--- config.mk ---
export PLATFORM = sky130hd
export DESIGN_NAME = modaddsub_pipe_flat
export DESIGN_NICKNAME = d
export VERILOG_FILES = /design/src/rtl/kyber_pkg.sv /design/src/rtl/modaddsub_pipe_if.sv /design/src/rtl/modaddsub_lane.sv /design/src/rtl/modaddsub_pipe.sv /design/src/flat_wrapper.sv
export SDC_FILE = /design/constraint.sdc
export NUM_CORES = 1
export LEC_CHECK = 0
export ABC_AREA = 0
export CAP_MARGIN = 20
export CELL_PAD_IN_SITES_DETAIL_PLACEMENT = 1
export CELL_PAD_IN_SITES_GLOBAL_PLACEMENT = 1
export CORE_MARGIN = 2
export CORE_UTILIZATION = 49
export DETAILED_ROUTE_END_ITERATION = 8
export DONT_BUFFER_PORTS = 1
export HOLD_SLACK_MARGIN = 0.05
export PLACE_DENSITY = 0.87
export SYNTH_ARGS = -nofsm -noshare
export SYNTH_HDL_FRONTEND = slang
export SYNTH_HIERARCHICAL = 1
export SYNTH_SLANG_ARGS = --single-unit
export TNS_END_PERCENT = 1
--- constraint.sdc ---
create_clock -name clk -period 2.45 [get_ports clk]
set_clock_uncertainty 0.15 [all_clocks]
set_input_delay 0.3675 -clock clk [delete_from_list [all_inputs] [get_ports clk]]
set_output_delay 0.3675 -clock clk [all_outputs]
set_load 0.02 [all_outputs]
--- src/rtl/kyber_pkg.sv ---
// Shared constants and encodings for the Kyber polynomial datapath.
package kyber_pkg;

    localparam int KYBER_W = 12;
    localparam int KYBER_Q = 3329;

    typedef enum logic {
        OP_ADD = 1'b0,
        OP_SUB = 1'b1
    } op_e;

endpackage

--- src/rtl/modaddsub_pipe_if.sv ---
// Valid/ready bus for the multi-lane modular add/subtract pipeline.
interface modaddsub_pipe_if
    import kyber_pkg::*;
#(
    parameter int W     = KYBER_W,
    parameter int LANES = 4
);

    logic               in_valid;
    logic               in_ready;
    op_e                in_op;
    logic [LANES*W-1:0] in_a;
    logic [LANES*W-1:0] in_b;
    logic               out_valid;
    logic               out_ready;
    logic [LANES*W-1:0] out_c;
    logic               range_err;

    modport master (
        output in_valid, in_op, in_a, in_b, out_ready,
        input  in_ready, out_valid, out_c, range_err
    );

    modport slave (
        input  in_valid, in_op, in_a, in_b, out_ready,
        output in_ready, out_valid, out_c, range_err
    );

endinterface

--- src/rtl/modaddsub_lane.sv ---
// One lane of the mod-Q add/subtract pipe: raw A+/-B in stage 1, single
// conditional correction by Q in stage 2.
module modaddsub_lane
    import kyber_pkg::*;
#(
    parameter int W = KYBER_W,
    parameter int Q = KYBER_Q
) (
    input  logic         clk,
    input  logic         rst_n,
    input  logic         s1_load_i,
    input  logic         s2_load_i,
    input  op_e          op_i,
    input  op_e          s1_op_i,
    input  logic [W-1:0] a_i,
    input  logic [W-1:0] b_i,
    output logic         range_hit_o,
    output logic [W-1:0] c_o
);

    localparam logic [W-1:0] Q_W = W'(Q);
    localparam logic [W:0]   Q_R = (W+1)'(Q);

    logic [W:0]   r_q, r_d;
    logic [W-1:0] c_q, c_d;

    always_comb begin
        if (op_i == OP_SUB) begin
            r_d = {1'b0, a_i} - {1'b0, b_i};
        end else begin
            r_d = {1'b0, a_i} + {1'b0, b_i};
        end
        range_hit_o = (a_i >= Q_W) || (b_i >= Q_W);
    end

    // Only the low W bits of R +/- Q survive, so the correction runs at W bits;
    // the sign/compare decisions still look at the full W+1 bit raw result.
    always_comb begin
        c_d = r_q[W-1:0];
        if (s1_op_i == OP_SUB) begin
            if (r_q[W]) begin
                c_d = r_q[W-1:0] + Q_W;
            end
        end else if (r_q >= Q_R) begin
            c_d = r_q[W-1:0] - Q_W;
        end
    end

    always_ff @(posedge clk or negedge rst_n) begin
        if (!rst_n) begin
            r_q <= '0;
            c_q <= '0;
        end else begin
            if (s1_load_i) begin
                r_q <= r_d;
            end
            if (s2_load_i) begin
                c_q <= c_d;
            end
        end
    end

    assign c_o = c_q;

endmodule

--- src/rtl/modaddsub_pipe.sv ---
// Two-stage, LANES-wide modular add/subtract over Z_Q with valid/ready on
// both sides and a sticky out-of-range operand flag.
module modaddsub_pipe
    import kyber_pkg::*;
#(
    parameter int W     = KYBER_W,
    parameter int Q     = KYBER_Q,
    parameter int LANES = 4
) (
    input  logic              clk,
    input  logic              rst_n,
    modaddsub_pipe_if.slave   bus_if
);

    logic               s1_valid_q, s1_valid_d;
    logic               s2_valid_q, s2_valid_d;
    op_e                op_q;
    logic               range_err_q, range_err_d;
    logic               s1_load, s2_load;
    logic               in_fire;
    logic               s2_fill;
    logic [LANES-1:0]   lane_hit;
    logic [LANES*W-1:0] out_c_w;

    // in_ready follows out_ready combinationally so a full pipe can
    // accept and deliver in the same cycle.
    assign s2_load = !s2_valid_q || bus_if.out_ready;
    assign s1_load = !s1_valid_q || s2_load;
    assign in_fire = bus_if.in_valid && s1_load;
    assign s2_fill = s2_load && s1_valid_q;

    always_comb begin
        s1_valid_d  = s1_load ? bus_if.in_valid : s1_valid_q;
        s2_valid_d  = s2_load ? s1_valid_q : s2_valid_q;
        range_err_d = range_err_q || (in_fire && (|lane_hit));
    end

    always_ff @(posedge clk or negedge rst_n) begin
        if (!rst_n) begin
            s1_valid_q  <= 1'b0;
            s2_valid_q  <= 1'b0;
            op_q        <= OP_ADD;
            range_err_q <= 1'b0;
        end else begin
            s1_valid_q  <= s1_valid_d;
            s2_valid_q  <= s2_valid_d;
            range_err_q <= range_err_d;
            if (in_fire) begin
                op_q <= bus_if.in_op;
            end
        end
    end

    for (genvar i = 0; i < LANES; i++) begin : g_lane
        modaddsub_lane #(
            .W (W),
            .Q (Q)
        ) u_lane (
            .clk         (clk),
            .rst_n       (rst_n),
            .s1_load_i   (in_fire),
            .s2_load_i   (s2_fill),
            .op_i        (bus_if.in_op),
            .s1_op_i     (op_q),
            .a_i         (bus_if.in_a[i*W +: W]),
            .b_i         (bus_if.in_b[i*W +: W]),
            .range_hit_o (lane_hit[i]),
            .c_o         (out_c_w[i*W +: W])
        );
    end

    assign bus_if.in_ready  = s1_load;
    assign bus_if.out_valid = s2_valid_q;
    assign bus_if.out_c     = out_c_w;
    assign bus_if.range_err = range_err_q;

endmodule
--- src/flat_wrapper.sv ---
// flat-port wrapper written by rule: the top's interface ports become plain ports
module modaddsub_pipe_flat import kyber_pkg::*;
#(
    parameter int W     = KYBER_W,
    parameter int Q     = KYBER_Q,
    parameter int LANES = 4
)
  (clk, rst_n, bus_if_in_valid, bus_if_in_op, bus_if_in_a, bus_if_in_b, bus_if_out_ready, bus_if_in_ready, bus_if_out_valid, bus_if_out_c, bus_if_range_err);
  modaddsub_pipe_if #(.W(W), .LANES(LANES)) bus_if_i ();
  input  logic clk;
  input  logic rst_n;
  input wire logic [$bits(bus_if_i.in_valid)-1:0] bus_if_in_valid;
  input wire logic [$bits(bus_if_i.in_op)-1:0] bus_if_in_op;
  input wire logic [$bits(bus_if_i.in_a)-1:0] bus_if_in_a;
  input wire logic [$bits(bus_if_i.in_b)-1:0] bus_if_in_b;
  input wire logic [$bits(bus_if_i.out_ready)-1:0] bus_if_out_ready;
  output wire logic [$bits(bus_if_i.in_ready)-1:0] bus_if_in_ready;
  output wire logic [$bits(bus_if_i.out_valid)-1:0] bus_if_out_valid;
  output wire logic [$bits(bus_if_i.out_c)-1:0] bus_if_out_c;
  output wire logic [$bits(bus_if_i.range_err)-1:0] bus_if_range_err;
  assign bus_if_i.in_valid = bus_if_in_valid;
  assign bus_if_i.in_op = bus_if_in_op;
  assign bus_if_i.in_a = bus_if_in_a;
  assign bus_if_i.in_b = bus_if_in_b;
  assign bus_if_i.out_ready = bus_if_out_ready;
  assign bus_if_in_ready = bus_if_i.in_ready;
  assign bus_if_out_valid = bus_if_i.out_valid;
  assign bus_if_out_c = bus_if_i.out_c;
  assign bus_if_range_err = bus_if_i.range_err;
  modaddsub_pipe #(.W(W), .Q(Q), .LANES(LANES)) u_core (.clk(clk), .rst_n(rst_n), .bus_if(bus_if_i));
endmodule
==> flow_summary.yaml <==
status:
  status: "complete, but fails checks"
  violations: "negative hold slack, negative setup slack"
synth:
  synth_common_cells: "a21oi_1, dfrtp_1, nor2_1"
  yosysTopAreaCell: "dfrtp_1"
  yosysSeqAreaShare: 0.265
  synthCells: 1191
  synth_top_area_share: 0.265
  synth.distinct_cells: 72
  syn_nets: 1368
  async_flop_share: 1.00
  synth_ff_type: "dfrtp_1"
  synth_edf_count: 0
  synthTopCellsByArea: "dfrtp_1, ha_1, a21oi_1"
  avgSynthCellArea_um2: 8.24
  yosysWarningCount: 6
  synth_most_common_cell: "a21oi_1"
  synth-seq-cells: 104
  syn_area_um2: 9810
clock_network:
  cts.htree.levels: 3
  cts_tree: "done"
  clock_path_buffers: 2
  clock-sinks: 104
  clk_latency_ns: 0.35
  cts_hold_buf: 2
  root_buffer: "clkbuf_16"
  cts.reportedPaths.clkPinSlew_ns: 0.07
  cts_made_buffers: 9
cells_and_area:
  regArea_um2: 2600
  antenna_cells: 0
  drive_gt1_frac: 0.158
  nets: 1426
  multiInputGateArea_um2: 6790
  fillers: 2371
  area_growth_pct: 13.3
timing:
  whs_ns: -0.437
  setup_viol_count_final: 12
  tns_ns: -0.856
  finalHoldViolCount: 104
  rsz0062_at_grt: "yes"
  worstMarginPinSlew_ns: 0.509
  period_share: 1.08
  worst_slack_ns: -0.185
  relSlewSlack: 0.658
  period_needed_ns: 2.63
  fmax_mhz: 380
  drv_slew: 0
drt:
  ant_nets: 0
  drc: 0
  wire_per_inst_um: 18.8
  routed_wl_um: 28500
  dr.first_iter.drc_count: 410
  first_pass_iters: 4
  vias: 9214
  viasPerCell: 6.07
worst_setup_path:
  worst-path-buf-inv: 0
  cpMaxStageDelayCell: "or4_4"
  crit_type: "input port to register"
  crit_path_end_kind: "register"
  path_cells: "or4_4 -> nor4_4 -> a21oi_2 -> xnor2_1 -> ha_1 -> and3_1 -> and2_1 -> and3_1 -> o211ai_1 -> o311ai_2"
  cp_max_fo: 5
  rr_worst_depth: 7
  r2r_slack_ns: 0.17
  cpPeakStageDelay_ns: 0.57
  path_delay_family: "simple AND/OR/NAND/NOR gates"
  worstReg2RegStart: "u_core/g_lane[3].u_lane/r_q[1]$_DFFE_PN0P_"
  arrival_ns: 2.70
  critical_path_depth: 10
  crit_top_cell: "and3_1"
  cp.required_ns: 2.51
  r2r-end: "u_core/g_lane[3].u_lane/c_o[10]$_DFFE_PN0P_"
  start_kind: "input port"
placement:
  gp_congestion: 0.882
  io_buffers: 0
  place_hpwl_um: 21700
floorplanning:
  fp.dieW_um: 146
  die_y_um: 146
  core_um2: 19500
  row_count: 51
  die_area_um2: 21200
  top_level_ports: 152
  start_util: 0.503
job:
  drv_cap: 0
power:
  p_leak_uw: 0.00476
  ir_drop_v: 0.000290
  totalPowerFinal_uw: 8830
  p_per_area_nw_per_um2: 794
hold_path:
  worstHoldPathType: "input port to asynchronous set/reset pin"
global_routing:
  grt_pass1_vias: 10120
  grtUsageTotal: 0.266
  grt_pass1_wl_um: 47800
  grt_max_degree: 105
  grt-ovfl-total: 0
  antenna_found_initial: 0
[worst reg2reg max path: stages (launching register included)]
cell      delay (ns)
dfrtp_1         0.46
inv_1           0.14
ha_1            0.25
nand2_1         0.09
a211oi_2        0.30
nor3_2          0.10
or4_1           0.51
a31oi_1         0.20
[what timing repair did]
item                                    CTS  global route
endpoints found under the setup margin   17            19
gates resized for setup                  11            12
pin swaps                                 2             2
setup buffers                             1             0
endpoints found under the hold margin   107           104
[cells in the final DEF, fill, tap and decap left out, types with 5 or more instances in the layout]
master	count
nand4_1	19
a21oi_2	5
nor4_1	19
nand3_1	53
or3_1	23
nor2_1	95
a211oi_1	6
and3_1	11
o211ai_1	20
a211o_1	10
o31ai_1	8
a31oi_1	41
inv_1	76
o21ai_0	31
nor3_1	37
xnor2_1	63
nor3_2	5
a21o_1	7
a311oi_1	5
buf_4	91
xor2_1	31
o22ai_1	11
nand2_1	94
clkbuf_16	9
or4_4	5
o211a_1	5
and2_1	11
nand2b_1	10
a21oi_1	106
ha_1	71
or2_2	7
or4_1	6
mux2_2	26
o21a_1	8
o2bb2ai_1	6
and4_1	8
dfrtp_1	103
mux2i_1	22
[report_power, final]
group	total (µW)	internal, µW	switching [µW]
clock network	1670	1030	638
registers	3690	2350	1340
logic	3470	1630	1840
[metal layers]
| metal | GRT usage | share of wire | vias to the layer above |
|---|---|---|---|
| met4 | 0.0868 | 0.020 | 0 |
| met1 | 0.300 | 0.40 | 4515 |
| met3 | 0.0389 | 0.040 | 42 |
| met5 | 0 | 0 | - |
| li1 | - | - | 4463 |
| met2 | 0.513 | 0.54 | 194 |
[logic make-up (layout without fill, tap and decap cells)]
kind of cell               count (synthesis)  in the layout  share of synthesized area
AOI/OAI and AO/OA                        303            303                      0.201
buffers and inverters                    126            189                     0.0576
muxes                                     50             50                     0.0553
xor gates and xnor gates                  94             94                     0.0839
and+or+nand+nor                          438            438                      0.237
adders and majority gates                 76             76                      0.100
DFF                                      104            104                      0.265
[final cells by class]
| class | count | area share |
|---|---|---|
| tap | 265 | 0.0298 |
| inverter | 77 | 0.0260 |
| clock buffer | 11 | 0.0218 |
| sequential | 104 | 0.234 |
| multi-input combinational | 961 | 0.610 |
| timing repair buffer | 96 | 0.0686 |
| clock inverter | 5 | 0.00934 |
[worst max-delay path by stage]
stage                          from                                          end  slack (ns)
finish              bus_if_in_b[29]  u_core/g_lane[2].u_lane/r_q[12]$_DFFE_PN0P_       -0.18
global route        bus_if_in_b[29]  u_core/g_lane[2].u_lane/r_q[12]$_DFFE_PN0P_       -0.27
CTS                 bus_if_in_b[17]  u_core/g_lane[1].u_lane/r_q[11]$_DFFE_PN0P_       -0.12
detailed placement  bus_if_in_b[41]  u_core/g_lane[3].u_lane/r_q[11]$_DFFE_PN0P_       -0.59
global placement    bus_if_in_b[29]  u_core/g_lane[2].u_lane/r_q[11]$_DFFE_PN0P_       -0.41
floorplan            bus_if_in_b[5]  u_core/g_lane[0].u_lane/r_q[12]$_DFFE_PN0P_       -0.34
[stage by stage]
stage	hold slack [ns]	setup WS, ns	instances	instance area (µm²)	util
6_report	-0.437	-0.185	1519	11100	0.570
3_5_place_dp	-0.0753	-0.585	1500	10700	0.546
3_3_place_gp	-0.0758	-0.415	1500	10700	0.546
4_1_cts	-0.453	-0.120	1519	11100	0.567
2_1_floorplan	-0.0781	-0.336	1191	9860	-
5_1_grt	-0.454	-0.269	1519	11100	0.570
[flip-flops by register name, summed over array words and instances (netlist names)]
signal,count
u_core/bus_if.out_valid,1
u_core/g_lane.u_lane/c_o,48
u_core/bus_if.range_err,1
u_core/g_lane.u_lane/r_q,52
u_core/s1_valid_q,1
u_core/op_q,1
Power figures use the tool's default switching activity.
==> patch, RTL diff (same flow settings) <==
`LANES` is set to 4 in 3 places; all go to 6.
--- a/src/rtl/modaddsub_pipe_if.sv
+++ b/src/rtl/modaddsub_pipe_if.sv
@@ -5,3 +5,3 @@
     parameter int W     = KYBER_W,
-    parameter int LANES = 4
+    parameter int LANES = 6
 );
--- a/src/rtl/modaddsub_pipe.sv
+++ b/src/rtl/modaddsub_pipe.sv
@@ -7,3 +7,3 @@
     parameter int Q     = KYBER_Q,
-    parameter int LANES = 4
+    parameter int LANES = 6
 ) (
--- a/src/flat_wrapper.sv
+++ b/src/flat_wrapper.sv
@@ -5,3 +5,3 @@
     parameter int Q     = KYBER_Q,
-    parameter int LANES = 4
+    parameter int LANES = 6
 )
Interface: changed (resized bus_if_in_a, bus_if_in_b and bus_if_out_c); port bits go from 152 to 224. The function was not compared with the original's and may differ.
==> patch against the original RTL <==
The run still ends with hold timing, setup timing left; worst hold slack got worse by 0.086 ns; final area rose by 49%; synthesized cell count rose by 48%; cell count rose by 49%; die area rose by 46%; total power rose by 52%; clock power rose by 54%; sequential share of layout area fell by 0.12 points; sequential cell count rose by 50; worst setup slack improved by 0.12 ns; synthesized area rose by 47%; register-to-register slack barely moved; routed wire length rose by 60%.
==> patch: results (changes against the original RTL) <==
- Final nets: 2123 (+49%)
- Status: finished with violations
- Worst-skew pair later-pin latency: 0.44 ns (+0.09 ns)
- Vias in the first global route: 15.2k (+51%)
- Leakage power: 0.00710 uW (+49%)
- Worst slew margin: 61.9% (-3.9 points)
- Setup TNS: -0.268 ns (+0.588 ns)
- Initial antenna violation count: 1 (+1)
- Count of cell types in the netlist: 64 (-11%)
- Share of layout cells above drive strength 1: 15.4% (-0.41 points)
- Detailed Place HPWL: 34700 um (+60%)
- Syn Nets: 2028 (+48%)
- RePlAce Congestion: 0.907 (+2.8%)
- Hold_ws: -0.523 ns (-0.0859 ns)
- DRT iter0 DRCs: 927 (+130%)
- Arrival @ worst endpoint: 2.64 ns (-0.06 ns)
- Final setup vio count: 9 (-3)
- GR Util All Layers: 29.5% (+2.8 points)
- Largest net degree at the start of global routing: 155 (+48%)
- First-pass GRT wire length: 75100 um (+57%)
- Max FO, Critical Path: 4 (-1)
- Peak VDD IR: 0.490 mV (+69%)
- Post-DP Area: 15800 sq um (+48%)
- Reg2Reg Depth: 5 (-2)
- Sequential element share of the synthesized area: 26.6% (+0.11 points)
- Synth top area cells: dfrtp_1 27%, ha_1 9.3%, xnor2_1 5.9%
- Avg Inst Size Synth: 8.20 sq um (-0.49%)
- Internal power component: 7350 uW (+47%)
- Top cells by count, synth: 169 x a21oi_1, 154 x dfrtp_1, 141 x nand2_1, 141 x nor2_1, 109 x inv_1
- Final worst setup slack: -0.0609 ns (+0.124 ns)
- Final wirelength: 45600 um (+60%)
- Total CTS buffers: 17 (+8)
- Max reg flops: 78 (+50%)
- Failing checks: hold timing, setup timing
- Final Hold Fails: 154 (+48%)
- Ant diodes: 0 (unchanged)
## patch: cell count changes in the layout (fill, tap and decap cells not counted), sizes merged, moves of 16 or more
| cell | unedited run | this run |
|---|---|---|
| xnor2 | 63 | 97 |
| nand2 | 95 | 141 |
| nor3 | 42 | 58 |
| inv | 77 | 114 |
| buf | 94 | 141 |
| nand3 | 53 | 82 |
| xor2 | 31 | 52 |
| a21oi | 111 | 169 |
| dfrtp | 104 | 154 |
| ha | 72 | 108 |
| nor2 | 97 | 141 |
## patch: final cells by class
class                           count  area [sq um]  share of cell area (%)
Multi-Input combinational cell   1428         10000                    60.5
Sequential cell                   154          3850                    23.3
Timing Repair Buffer              150          1220                    7.39
Tap cell                          384           480                    2.90
Clock buffer                       19           453                    2.74
Inverter                          109           412                    2.49
Clock inverter                     13           113                   0.680
## patch: per-layer routing
| layer | part of all wire (%) | global-route usage [%] | up-vias | routed length [um] |
|---|---|---|---|---|
| li1 | - | - | 6631 | - |
| met1 | 41 | 34.1 | 6781 | 18600 |
| met2 | 51 | 53.4 | 384 | 23100 |
| met3 | 4.8 | 4.83 | 99 | 2190 |
| met4 | 3.7 | 12.8 | 0 | 1690 |
| met5 | 0 | 0 | - | 0 |
## patch: through the flow
step	power [uW]	std cells	worst slack [ns]	hold WS (ns)
6_report	13400	2257	-0.0609	-0.523
5_1_grt	14300	2257	-0.212	-0.547
4_1_cts	13400	2257	-0.0445	-0.543
3_5_place_dp	10700	2216	-0.521	-0.0737
3_3_place_gp	10300	2216	-0.432	-0.0739
2_1_floorplan	9050	1765	-0.336	-0.0781
## patch: worst paths after layout
| kind | end | from |
|---|---|---|
| worst max-delay path | u_core/g_lane[0].u_lane/r_q[12] | bus_if_in_b[5] |
| worst min-delay path | u_core/g_lane[0].u_lane/c_o[6] | rst_n |
| worst max register to register | u_core/g_lane[4].u_lane/c_o[1] | u_core/g_lane[4].u_lane/r_q[0] |
| worst min register to register | u_core/bus_if.out_valid | u_core/s1_valid_q |
| max in group asynchronous | u_core/g_lane[2].u_lane/c_o[8] | rst_n |
| min in group clk | u_core/g_lane[4].u_lane/r_q[0] | bus_if_in_a[48] |
## patch: kinds of logic after synthesis
group           after synthesis  synth area share, %
simple gates                640                 23.0
compound gates              447                 19.9
buf+inv                     183                 5.57
flops                       154                 26.6
xor+xnor                    149                 9.02
fa+ha+maj                   114                 10.2
mux                          78                 5.75
## patch: what timing repair did
item	CTS	global route
hold endpoints to repair	163	154
pin swaps	2	3
endpoints found under the setup margin	12	28
resized for setup	8	17
setup buffers	0	0
## patch: power groups by stage
stage	combinational, uW	clock [uW]	sequential, uW
6_report	5350	2580	5510
3_5_place_dp	5180	0	5510
5_1_grt	5930	2730	5660
2_1_floorplan	4190	0	4870
3_3_place_gp	4870	0	5430
4_1_cts	5280	2630	5500
